**src/rtl/keypad_scanner.sv**
```systemverilog
// 4x4 matrix keypad front end: drives one active-low column at a time and debounces
// whole scans. It presents one committed key code with a 0 gap between different keys.
module keypad_scanner #(
   parameter int unsigned SCAN_DIV       = 100000,
   parameter int unsigned DEBOUNCE_SCANS = 4
) (
   input  logic       clk,
   input  logic       rst,
   input  logic [3:0] row,
   output logic [3:0] col,
   output logic [3:0] decode,
   output logic       pressed,
   output logic       multi
);

   localparam int unsigned DivW  = (SCAN_DIV > 1) ? $clog2(SCAN_DIV) : 1;
   localparam int unsigned StabW = $clog2(DEBOUNCE_SCANS + 1);
   localparam logic [DivW-1:0]  DivLast = DivW'(SCAN_DIV - 1);
   localparam logic [StabW-1:0] StabMax = StabW'(DEBOUNCE_SCANS);

   // Indexed by {row, column}
   localparam logic [3:0] KeyMap [16] = '{4'h1, 4'h2, 4'h3, 4'hA,
                                          4'h4, 4'h5, 4'h6, 4'hB,
                                          4'h7, 4'h8, 4'h9, 4'hC,
                                          4'h0, 4'hF, 4'hE, 4'hD};

   typedef enum logic [1:0] {ResNone, ResKey, ResMulti} res_kind_e;
   typedef enum logic [1:0] {StIdleOut, StHeld, StGap} state_e;

   logic [DivW-1:0]  div_q;
   logic [1:0]       col_idx_q;
   logic [3:0]       col_q;
   logic [1:0]       acc_cnt_q;
   logic [3:0]       acc_code_q;
   res_kind_e        last_kind_q;
   logic [3:0]       last_code_q;
   logic [StabW-1:0] stable_q;
   state_e           state_q;
   logic [3:0]       decode_q;
   logic             pressed_q;
   logic             multi_q;
   logic [3:0]       pend_q;

   logic [1:0]       scan_cnt;
   logic [3:0]       scan_code;
   res_kind_e        res_kind;
   logic [3:0]       res_code;
   logic             same;
   logic [StabW-1:0] stable_nxt;
   logic             scan_end;
   logic             commit;

   // Column 0 starts from an empty accumulator instead of the previous scan's totals
   always_comb begin
      scan_cnt  = (col_idx_q == 2'd0) ? 2'd0 : acc_cnt_q;
      scan_code = (col_idx_q == 2'd0) ? 4'd0 : acc_code_q;
      for (int r = 0; r < 4; r++) begin
         if (!row[r]) begin
            scan_cnt  = (scan_cnt == 2'd2) ? 2'd2 : scan_cnt + 2'd1;
            scan_code = KeyMap[{2'(r), col_idx_q}];
         end
      end
   end

   always_comb begin
      res_kind = ResNone;
      res_code = 4'd0;
      if (scan_cnt == 2'd1) begin
         res_kind = ResKey;
         res_code = scan_code;
      end else if (scan_cnt == 2'd2) begin
         res_kind = ResMulti;
      end
      same       = (res_kind == last_kind_q) && (res_code == last_code_q);
      stable_nxt = same ? ((stable_q == StabMax) ? StabMax : stable_q + StabW'(1))
                        : StabW'(1);
      scan_end   = (div_q == DivLast) && (col_idx_q == 2'd3);
      // Commit only on the scan where the count first reaches the threshold
      commit     = scan_end && (stable_nxt == StabMax) && !(same && (stable_q == StabMax));
   end

   always_ff @(posedge clk) begin
      if (rst) begin
         div_q       <= '0;
         col_idx_q   <= 2'd0;
         col_q       <= 4'b1110;
         acc_cnt_q   <= 2'd0;
         acc_code_q  <= 4'd0;
         last_kind_q <= ResNone;
         last_code_q <= 4'd0;
         stable_q    <= '0;
      end else if (div_q == DivLast) begin
         div_q      <= '0;
         col_idx_q  <= col_idx_q + 2'd1;
         col_q      <= {col_q[2:0], col_q[3]};
         acc_cnt_q  <= scan_cnt;
         acc_code_q <= scan_code;
         if (col_idx_q == 2'd3) begin
            last_kind_q <= res_kind;
            last_code_q <= res_code;
            stable_q    <= stable_nxt;
         end
      end else begin
         div_q <= div_q + DivW'(1);
      end
   end

   always_ff @(posedge clk) begin
      if (rst) begin
         state_q   <= StIdleOut;
         decode_q  <= 4'd0;
         pressed_q <= 1'b0;
         multi_q   <= 1'b0;
         pend_q    <= 4'd0;
      end else begin
         unique case (state_q)
            StIdleOut: begin
               if (commit) begin
                  unique case (res_kind)
                     ResKey: begin
                        state_q   <= StHeld;
                        decode_q  <= res_code;
                        pressed_q <= 1'b1;
                        multi_q   <= 1'b0;
                     end
                     ResMulti: multi_q <= 1'b1;
                     default:  multi_q <= 1'b0;
                  endcase
               end
            end
            StHeld: begin
               if (commit) begin
                  if (res_kind == ResKey) begin
                     // Key-to-key change goes through a one-cycle zero code
                     if (res_code != decode_q) begin
                        state_q   <= StGap;
                        decode_q  <= 4'd0;
                        pressed_q <= 1'b0;
                        pend_q    <= res_code;
                     end
                  end else begin
                     state_q   <= StIdleOut;
                     decode_q  <= 4'd0;
                     pressed_q <= 1'b0;
                     multi_q   <= (res_kind == ResMulti);
                  end
               end
            end
            StGap: begin
               state_q   <= StHeld;
               decode_q  <= pend_q;
               pressed_q <= 1'b1;
            end
            default: state_q <= StIdleOut;
         endcase
      end
   end

   assign col     = col_q;
   assign decode  = decode_q;
   assign pressed = pressed_q;
   assign multi   = multi_q;

endmodule

```
**config.mk**
```make
export PLATFORM = sky130hd
export DESIGN_NAME = keypad_scanner
export DESIGN_NICKNAME = d
export VERILOG_FILES = /design/src/rtl/keypad_scanner.sv
export SDC_FILE = /design/constraint.sdc
export NUM_CORES = 1
export LEC_CHECK = 0
export ABC_AREA = 1
export CAP_MARGIN = 20
export CELL_PAD_IN_SITES_DETAIL_PLACEMENT = 1
export CELL_PAD_IN_SITES_GLOBAL_PLACEMENT = 2
export CORE_UTILIZATION = 26
export DETAILED_ROUTE_END_ITERATION = 16
export PLACE_DENSITY = 0.62
export SYNTH_ARGS = -nofsm -noshare
export SYNTH_HDL_FRONTEND = slang
export SYNTH_SLANG_ARGS = --single-unit
```
**constraint.sdc**
```tcl
create_clock -name clk -period 8.55 [get_ports clk]
set_input_delay 1.71 -clock clk [delete_from_list [all_inputs] [get_ports clk]]
set_output_delay 1.71 -clock clk [all_outputs]
set_load 0.1 [all_outputs]
```
==> impl_metrics.csv <==
group,metric,value,unit
outcome,status,"complete, no violations",
floorplanning,die_y,111,microns
grt,grt_pass1_vias,2789,
setup_path,critical_path_class,"in2reg",
logic_synthesis,syn-num-nets,462,
logic_synthesis,seq_area_frac_synth,0.326,
timing,finalCritPeriodShare,0.589,
setup_path,worstSetupStartpointType,"input pin",
setup_path,r2r_setup_slack,4330,ps
logic_synthesis,synth_top_area_frac,0.326,
placement,dpl_worst_slack,3190,ps
logic_synthesis,yosys_register_bits,50,
setup_path,crit_cells,24,
final_layout,fillerInstances,1435,
grt,overflow,0,
setup_path,cp-endpoint,"pressed",
setup_path,path_buf_inv,4,
setup_path,path_max_fanout,11,
grt,grt_pass1_wl,14.1,mm
grt,groute.usage.overall,0.144,
timing,min_period,5040,ps
grt,grt_max_degree,20,
clocking,cts_made_buffers,5,
clocking,cts_resized,0,
clocking,cts-root-buf,"clkbuf_16",
logic_synthesis,synth_area_leaders,"dfxtp_1 33%, nand2_1 12%, inv_1 8.7%",
routing,ant_nets,0,
logic_synthesis,yosys_most_used_dff,"dfxtp_1",
timing,setup_violations,0,
timing,fmax,199,MHz
logic_synthesis,yosysWarnings,0,
logic_synthesis,ys_top_cells_by_count,"100 x nand2_1, 71 x inv_1, 50 x dfxtp_1",
clocking,path_clk_slew,70,ps
setup_path,crit_start,"row[0]",
routing,drtIter0Drc,79,
routing,firstDrtPassIters,4,
timing,slew_headroom,0.352,
final_layout,layout-drive-gt1-share,0.109,
final_layout,nets,475,
clocking,clock_latency,300,ps
clocking,cts-hold-fix-buffers,0,
routing,wire_per_inst,13.6,microns
setup_path,cp_common_cell,"nand2_1",
setup_path,rr_worst_depth,28,
routing,vias,2730,
setup_path,rr_endpoint,"pressed",
pwr,irDropWorstVdd,0.0642,mV
final_layout,n_antenna_cell,0,
setup_path,cp.required,8790,ps
setup_path,worstPathArrival,5280,ps
clocking,h-tree-depth,2,
floorplanning,initial_utilization,0.268,
setup_path,rr_startpoint,"col_idx_q[0]",
grt,antenna_found_initial,0,
timing,final-hold-violation-count,0,
placement,dp_hpwl,6.23,mm
setup_path,worst_setup_path_end_kind,"register",
logic_synthesis,synthArstFlopShare,0,
timing,tns,0,ps
logic_synthesis,netlist_area,3070,sq um
logic_synthesis,synth.avg_cell_area,6.92,sq um
floorplanning,die_w,111,microns
routing,drc_errors,0,
placement,gp_congestion,0.735,
final_layout,finish.utilization,0.303,
pwr,finalPower,0.000502,W
run,maxCapViolCount,0,
setup_path,slowest_delay,650,ps
timing,drv_slew,0,
floorplanning,pin_count,16,
logic_synthesis,synth_largest_area_cell,"dfxtp_1",
clocking,cts_sinks,50,
clocking,cts_tree,"yes",
floorplanning,die_area,12200,sq um
setup_path,critPathSlowestCell,"clkdlybuf4s50_1",
timing,rsz0062_at_grt,"no",
timing,fin_ws,3510,ps
clocking,clk_path_buf_depth,2,
setup_path,critPathTopFamily,"simple AND/OR/NAND/NOR gates",
floorplanning,rows,39,
routing,detail_route.vias_per_cell,4.54,
floorplanning,core,11500,sq um
setup_path,cp_cell_sequence,"clkdlybuf4s50_1 -> or2_2 -> nand2_1 -> nand2_1 -> nand3_2 -> nand3_1 -> nand2_1 -> inv_1 -> ha_1 -> nand2_1 -> nand2_1 -> inv_1 -> nand2_1 -> nand2_1 -> nand2_2 -> nor2_4 -> nand2_2 -> nor2_4 -> nand3_2 -> nand2_2 -> nand3_2 -> nand2_1 -> inv_1 -> nor2_1",
pwr,power_leakage,1.45,nW
clocking,postCtsSetupRepairBufs,0,
logic_synthesis,syn_inst,444,
logic_synthesis,yosys.cell_types.count,42,
timing,tightestPinTransition,970,ps
pwr,power_density,145,nW/um^2
timing,skew,6.11,ps
min_path,hold_path_class,"reg2reg",
logic_synthesis,synth_edf_count,0,
final_layout,syn_to_final_growth,13.0,%
routing,wl,8.15,mm
logic_synthesis,synth_most_common_cell,"nand2_1",
placement,numPortBuffers,15,
cell families after synthesis:
kind of cell / count (synthesis) / synth area share
AO/OA/AOI/OAI: 62 / 0.112
XOR/XNOR: 5 / 0.0143
adder cells (fa/ha/maj): 12 / 0.0489
buffers and inverters: 87 / 0.121
flip-flops: 50 / 0.326
AND/OR/NAND/NOR: 228 / 0.377
layout make-up:
class,count,area [sq um],area share
tap,143,179,0.0516
inverter,78,295,0.0851
timing repair buffer,15,150,0.0433
clock buffer,7,143,0.0411
multi-input combinational,307,1700,0.489
clock inverter,1,5.00,0.00144
sequential,50,1000,0.288
routing by layer:
metal  track usage  up-vias  wire, microns
li1              -     1449              -
met1         0.201     1262           4440
met2         0.214       13           3410
met3        0.0355        6            183
met4        0.0480        0            115
met5             0        -              0
metrics by stage:
stage,area (sq um),hold WS (ps),std cells
global route,3470,479,601
detailed placement,3320,444,593
global placement,3320,430,593
floorplan,3070,418,444
CTS,3470,458,601
finish,3470,452,601
worst register-to-register path: cells and delay by family (launching register included):
kind | cells | cell delay [ps]
and+or+nand+nor | 20 | 2410
DFF | 1 | 400
buffers and inverters | 5 | 580
adders and majority gates | 3 | 780
state kept, by name (all words and copies together) (netlist names):
register,cells
acc_cnt_q,2
acc_code_q,4
col,4
col_idx_q,2
decode,4
div_q,17
last_code_q,4
last_kind_q,2
multi,1
pend_q,4
pressed,1
stable_q,3
state_q,2
cell usage in the layout (no fill, tap or decap), types with 5 or more instances in the layout:
master	synthesis	final
nand2_1	100	100
inv_1	71	71
dfxtp_1	50	50
nor2_1	46	46
a21oi_1	24	24
o21ai_0	17	17
nand4_1	15	15
clkdlybuf4s50_1	0	15
nand2_2	14	14
ha_1	12	12
nand3_1	10	10
nor3_1	9	9
nand3_2	6	6
o22ai_1	6	6
inv_2	5	5
o21ai_1	5	5
clkbuf_16	0	5
worst min path at each step:
stage / depth (start not counted) / slack [ps] / start / end
global placement: 1 / 430 / div_q[0] / div_q[0]
floorplan: 1 / 420 / div_q[0] / div_q[0]
global route: 2 / 480 / acc_code_q[0] / acc_code_q[0]
detailed placement: 1 / 440 / div_q[0] / div_q[0]
finish: 1 / 450 / div_q[0] / div_q[0]
CTS: 1 / 460 / div_q[0] / div_q[0]
power by group:
part / internal (W) / switching, W / total [W]
sequential: 0.000234 / 0.000000698 / 0.000235
combinational: 0.0000169 / 0.0000384 / 0.0000553
clock: 0.000117 / 0.0000959 / 0.000212
total: 0.000367 / 0.000135 / 0.000502
(Power assumes the default switching activity.)
